### config.mk
export PLATFORM = sky130hd
export DESIGN_NAME = ysyx_23060332_ifu
export DESIGN_NICKNAME = d
export VERILOG_FILES = /design/src/rtl/ysyx_23060332_ifu_pkg.sv /design/src/rtl/ysyx_23060332_pc_reg.sv /design/src/rtl/ysyx_23060332_ifu.sv
export SDC_FILE = /design/constraint.sdc
export NUM_CORES = 1
export LEC_CHECK = 0
export ABC_CLOCK_PERIOD_IN_PS = 4200
export BUFFER_PORTS_ARGS = -buffer_cell sky130_fd_sc_hd__buf_2
export CORE_UTILIZATION = 50
export CTS_CLUSTER_SIZE = 10
export DETAILED_ROUTE_END_ITERATION = 16
export PLACE_DENSITY_LB_ADDON = 0.12
export SKIP_CTS_REPAIR_TIMING = 1
export SLEW_MARGIN = 10
export SYNTH_ARGS = -nofsm -noshare
export SYNTH_HDL_FRONTEND = slang
export SYNTH_HIERARCHICAL = 1
export SYNTH_SLANG_ARGS = --single-unit
### constraint.sdc
create_clock -name clk -period 4.2 [get_ports clk]
set_input_delay 0.42 -clock clk [delete_from_list [all_inputs] [get_ports clk]]
set_output_delay 0.42 -clock clk [all_outputs]
set_load 0.02 [all_outputs]
### src/rtl/ysyx_23060332_ifu_pkg.sv
// Shared IFU definitions: reset PC, NOP encoding, bus widths and FSM state encodings.
package ysyx_23060332_ifu_pkg;

  localparam int unsigned INST_BUS_W      = 32;
  localparam int unsigned INST_ADDR_BUS_W = 32;

  localparam logic [INST_ADDR_BUS_W-1:0] IFU_RESET_PC = 32'h8000_0000;
  localparam logic [INST_BUS_W-1:0]      INST_NOP     = 32'h0000_0013;

  typedef enum logic [1:0] {
    S_IDLE = 2'd0,
    S_REQ  = 2'd1,
    S_WAIT = 2'd2,
    S_HOLD = 2'd3
  } ifu_state_e;

endpackage

### src/rtl/ysyx_23060332_pc_reg.sv
// Program counter register with next-PC selection.
//   clk, rst_n : clock, synchronous active-low reset (loads RESET_PC)
//   advance    : decode accepted the current instruction; load next PC
//   jump_flag  : select jump target instead of pc+4
//   jump_addr  : jump target; low two bits are cleared before loading
//   pc         : current program counter
module ysyx_23060332_pc_reg
  import ysyx_23060332_ifu_pkg::*;
#(
  parameter int unsigned          XLEN     = INST_ADDR_BUS_W,
  parameter logic [XLEN-1:0]      RESET_PC = XLEN'(IFU_RESET_PC)
) (
  input  logic            clk,
  input  logic            rst_n,
  input  logic            advance,
  input  logic            jump_flag,
  input  logic [XLEN-1:0] jump_addr,
  output logic [XLEN-1:0] pc
);

  logic [XLEN-1:0] next_pc_c;

  // Sequential PC wraps modulo 2^XLEN; jump targets are silently word-aligned.
  always_comb begin
    next_pc_c = pc + XLEN'(4);
    if (jump_flag) next_pc_c = jump_addr & ~XLEN'(3);
  end

  always_ff @(posedge clk) begin
    if (!rst_n)       pc <= RESET_PC;
    else if (advance) pc <= next_pc_c;
  end

endmodule

### src/rtl/ysyx_23060332_ifu.sv
// Instruction fetch unit: owns the PC, issues one fetch at a time to
// instruction memory and holds the fetched word for decode until accepted.
//   clk, rst_n                  : clock, synchronous active-low reset
//   imem_req_valid/ready, imem_addr : fetch request channel (addr = pc)
//   imem_resp_valid, imem_rdata : read response, honoured only in S_WAIT
//   jump_flag, jump_addr        : redirect, sampled only at decode handshake
//   inst_valid/ready, inst_o, inst_addr : instruction handoff to decode
// Optional YSYX_23060332_IFU_PERF_EN adds fetch_cnt (decode handshakes)
// and stall_cnt (cycles spent in S_WAIT), both 64-bit wrapping counters.
module ysyx_23060332_ifu
  import ysyx_23060332_ifu_pkg::*;
#(
  parameter int unsigned     XLEN     = INST_BUS_W,
  parameter logic [XLEN-1:0] RESET_PC = XLEN'(IFU_RESET_PC)
) (
  input  logic            clk,
  input  logic            rst_n,
  output logic            imem_req_valid,
  input  logic            imem_req_ready,
  output logic [XLEN-1:0] imem_addr,
  input  logic            imem_resp_valid,
  input  logic [XLEN-1:0] imem_rdata,
  input  logic            jump_flag,
  input  logic [XLEN-1:0] jump_addr,
  output logic            inst_valid,
  input  logic            inst_ready,
  output logic [XLEN-1:0] inst_o,
`ifdef YSYX_23060332_IFU_PERF_EN
  output logic [63:0]     fetch_cnt,
  output logic [63:0]     stall_cnt,
`endif
  output logic [XLEN-1:0] inst_addr
);

  ifu_state_e      state;
  logic [XLEN-1:0] pc;
  logic            accept_c;

  // inst_valid mirrors S_HOLD, so this is exactly the decode handshake.
  assign accept_c  = inst_valid && inst_ready;
  assign imem_addr = pc;

  ysyx_23060332_pc_reg #(
    .XLEN     (XLEN),
    .RESET_PC (RESET_PC)
  ) u_pc_reg (
    .clk       (clk),
    .rst_n     (rst_n),
    .advance   (accept_c),
    .jump_flag (jump_flag),
    .jump_addr (jump_addr),
    .pc        (pc)
  );

  // Fetch FSM; handshake outputs are registered alongside the state.
  always_ff @(posedge clk) begin
    if (!rst_n) begin
      state          <= S_IDLE;
      imem_req_valid <= 1'b0;
      inst_valid     <= 1'b0;
      inst_o         <= XLEN'(INST_NOP);
      inst_addr      <= RESET_PC;
    end else begin
      case (state)
        S_IDLE: begin
          state          <= S_REQ;
          imem_req_valid <= 1'b1;
        end
        S_REQ: begin
          if (imem_req_ready) begin
            state          <= S_WAIT;
            imem_req_valid <= 1'b0;
          end
        end
        S_WAIT: begin
          if (imem_resp_valid) begin
            state      <= S_HOLD;
            inst_valid <= 1'b1;
            inst_o     <= imem_rdata;
            inst_addr  <= pc;
          end
        end
        S_HOLD: begin
          if (inst_ready) begin
            state          <= S_REQ;
            inst_valid     <= 1'b0;
            imem_req_valid <= 1'b1;
          end
        end
        default: begin
          state          <= S_IDLE;
          imem_req_valid <= 1'b0;
          inst_valid     <= 1'b0;
        end
      endcase
    end
  end

`ifdef YSYX_23060332_IFU_PERF_EN
  // Performance counters: decode handshakes and memory wait cycles.
  always_ff @(posedge clk) begin
    if (!rst_n) begin
      fetch_cnt <= 64'd0;
      stall_cnt <= 64'd0;
    end else begin
      if (accept_c)       fetch_cnt <= fetch_cnt + 64'd1;
      if (state == S_WAIT) stall_cnt <= stall_cnt + 64'd1;
    end
  end
`endif

endmodule

==> run metrics <==
DR vias/cell=5.53; Initial Util=51.3%; DRC=0; WHS=0.261 ns; syn avg cell area=8.43 um^2; DP Cell Count=796; crit-path max FO=11; initial antenna violation count=0; Worst EP required=4.47 ns; Tot Pwr=0.00218 W; main combinational cell family by area after synthesis=simple AND/OR/NAND/NOR gates; Layout Utilization=60.9%; Critical Path End Type=flip-flop; CP Launch Type=flip-flop; Total GRT Usage=24.5%; CORE AREA=9200 um^2; RSZ-0062 raised after global routing=false; Synth cell types=61; vias in the first global route=3,921; die area=9830 um^2; Clk Latency, worst-skew pair=0.36 ns; synth top area cells=dfxtp_1 (42%), nand2_1 (12%), a21oi_2 (10%); Post-Synth Simple-Gate Area=24.8%; synthesis-to-layout area growth=18.7%; grt ovf=0; Reg clk slew, reported paths=0.10 ns; Seq. cell area=1960 um^2; mux share of post-synthesis cell area=1.48%; clock sinks=98; # H-tree levels=3; GP Congestion=0.843; Syn Inst Count=560; crit share post-route=55.9%; Inserted Clock Buffers=9; top_reg_cell synth=dfxtp_1; Longest Clk Path Bufs=2; global-route wire length before repair=19.6 mm; CTS tree=yes; Die W=99.2 um; # rows=35; setup violators final=0; Hold Vio Cnt, Final=0; post-synthesis xor/xnor area fraction=0.186%; status=finished clean; DR vias=4,494; io pins=168; asr flop ratio synth=0%; non-filler cells, final=812; max cap viols=0; Max VDD drop=0.161 mV; area of the multi-input gates=2420 um^2; Max-slew headroom=22.4%; Ant. Diodes=0; count leader, synth=nand2_1; synth cell count leaders=nand2_1 (145), dfxtp_1 (98), a21oi_2 (56); Layout Nets=770; First-pass DRT Iterations=5; critical path type=reg -> reg; die height=99.2 um; fin. max-slew vios=0; post-DP HPWL=8.27 mm; maximum achievable frequency=426 MHz; drt wl/cell=15.3 um; adder-cell share of the synthesized area=1.06%; CTS Root Cell=clkbuf_8; number of synthesized flops with an enable pin=0; Arr. time, crit path=2.62 ns; Synth top area share=41.6%; power per cell area=390 nW/um^2; Seq/Total Area, Yosys=41.6%; transition time at the pin with the least slew margin=1.16 ns; clk_skew=0.0114 ns; IO Port Bufs=163; Setup TNS Final=0 ns; Synth Cell Area=4720 um^2; largest net degree at the start of global routing=65; Worst Hold Class=in -> reg; compound-gate portion of the synthesized area=23.7%; share of cells above drive strength 1=35.8%; final WL=12.4 mm; Pleak=2.25 nW; area leader, netlist=dfxtp_1; YS warnings=6; antenna-violating nets left=0; Synth Register Bits=98; fillers=870; Iter 0 DRT Violations=193; clock period minus worst slack=2.35 ns
[final timing paths]
path	start	to	slack, ns	depth (start not counted)
worst min-delay path	imem_rdata[1]	inst_o[1]$_SDFFE_PN1P_	0.26	3
worst max-delay path	u_pc_reg/pc[16]$_SDFFE_PN0P_	u_pc_reg/pc[23]$_SDFFE_PN0P_	1.85	5
worst min register to register	inst_o[13]$_SDFFE_PN0P_	inst_o[13]$_SDFFE_PN0P_	0.46	2
worst max register to register	u_pc_reg/pc[16]$_SDFFE_PN0P_	u_pc_reg/pc[23]$_SDFFE_PN0P_	1.85	5
[state kept, by name, indices dropped and copies added, names as in the netlist]
name            cells
inst_addr          32
state               2
inst_valid          1
u_pc_reg/pc        30
inst_o             32
imem_req_valid      1
[where the power goes]
part	total (W)	internal, W	switching [W]
Combinational	0.000486	0.000165	0.000321
Clock	0.000645	0.000299	0.000346
Sequential	0.00105	0.000997	0.0000568
Total	0.00218	0.00146	0.000724
[metrics by stage]
step / setup slack [ns] / area, um^2
5_1_grt: 1.71 / 5600
3_5_place_dp: 1.89 / 5390
3_3_place_gp: 1.92 / 5390
6_report: 1.85 / 5600
4_1_cts: 1.92 / 5600
2_1_floorplan: 2.34 / 4720
[per-layer routing]
metal	global-route usage, %	up-vias	wire (um)
met2	37.5	213	5440
li1	-	2223	-
met4	6.33	0	140
met5	0	-	0
met3	4.15	12	918
met1	35.9	2046	5890
[worst max-delay path, stage by stage, from the launching register on]
cell	delay (ns)
dfxtp_1	0.51
and4_1	0.27
nand4_1	0.49
or3_1	0.55
or3_1	0.31
a31oi_1	0.12
[cells in the final DEF (no fill, tap or decap), types with 6 or more instances in the layout]
cell type	n
nor3_1	6
mux2i_1	7
dfxtp_1	98
nor2_1	32
o21ai_0	17
nand4_1	6
a22oi_1	10
buf_2	163
nand3_1	17
nand2_1	145
a211oi_1	7
clkbuf_8	10
a21oi_2	56
a21oi_1	18
a31oi_1	7
inv_1	7
[area by class of cell]
type                            count  share of cell area (%)
Clock inverter                      6                    1.32
Sequential cell                    98                    35.0
Multi-Input combinational cell    413                    43.3
Inverter                            9                   0.625
Tap cell                          111                    2.48
Clock buffer                       10                    2.46
Timing Repair Buffer              165                    14.8
[kinds of logic (layout without fill, tap and decap cells)]
kind of cell               Yosys count  count (layout)
and+or+nand+nor                    251             251
buffers and inverters               50             190
DFF                                 98              98
adders and majority gates            4               4
other                                1               2
muxes                                7               7
xor gates and xnor gates             1               1
AOI/OAI and AO/OA                  148             148
No activity file was read; power rests on OpenSTA's default activity.
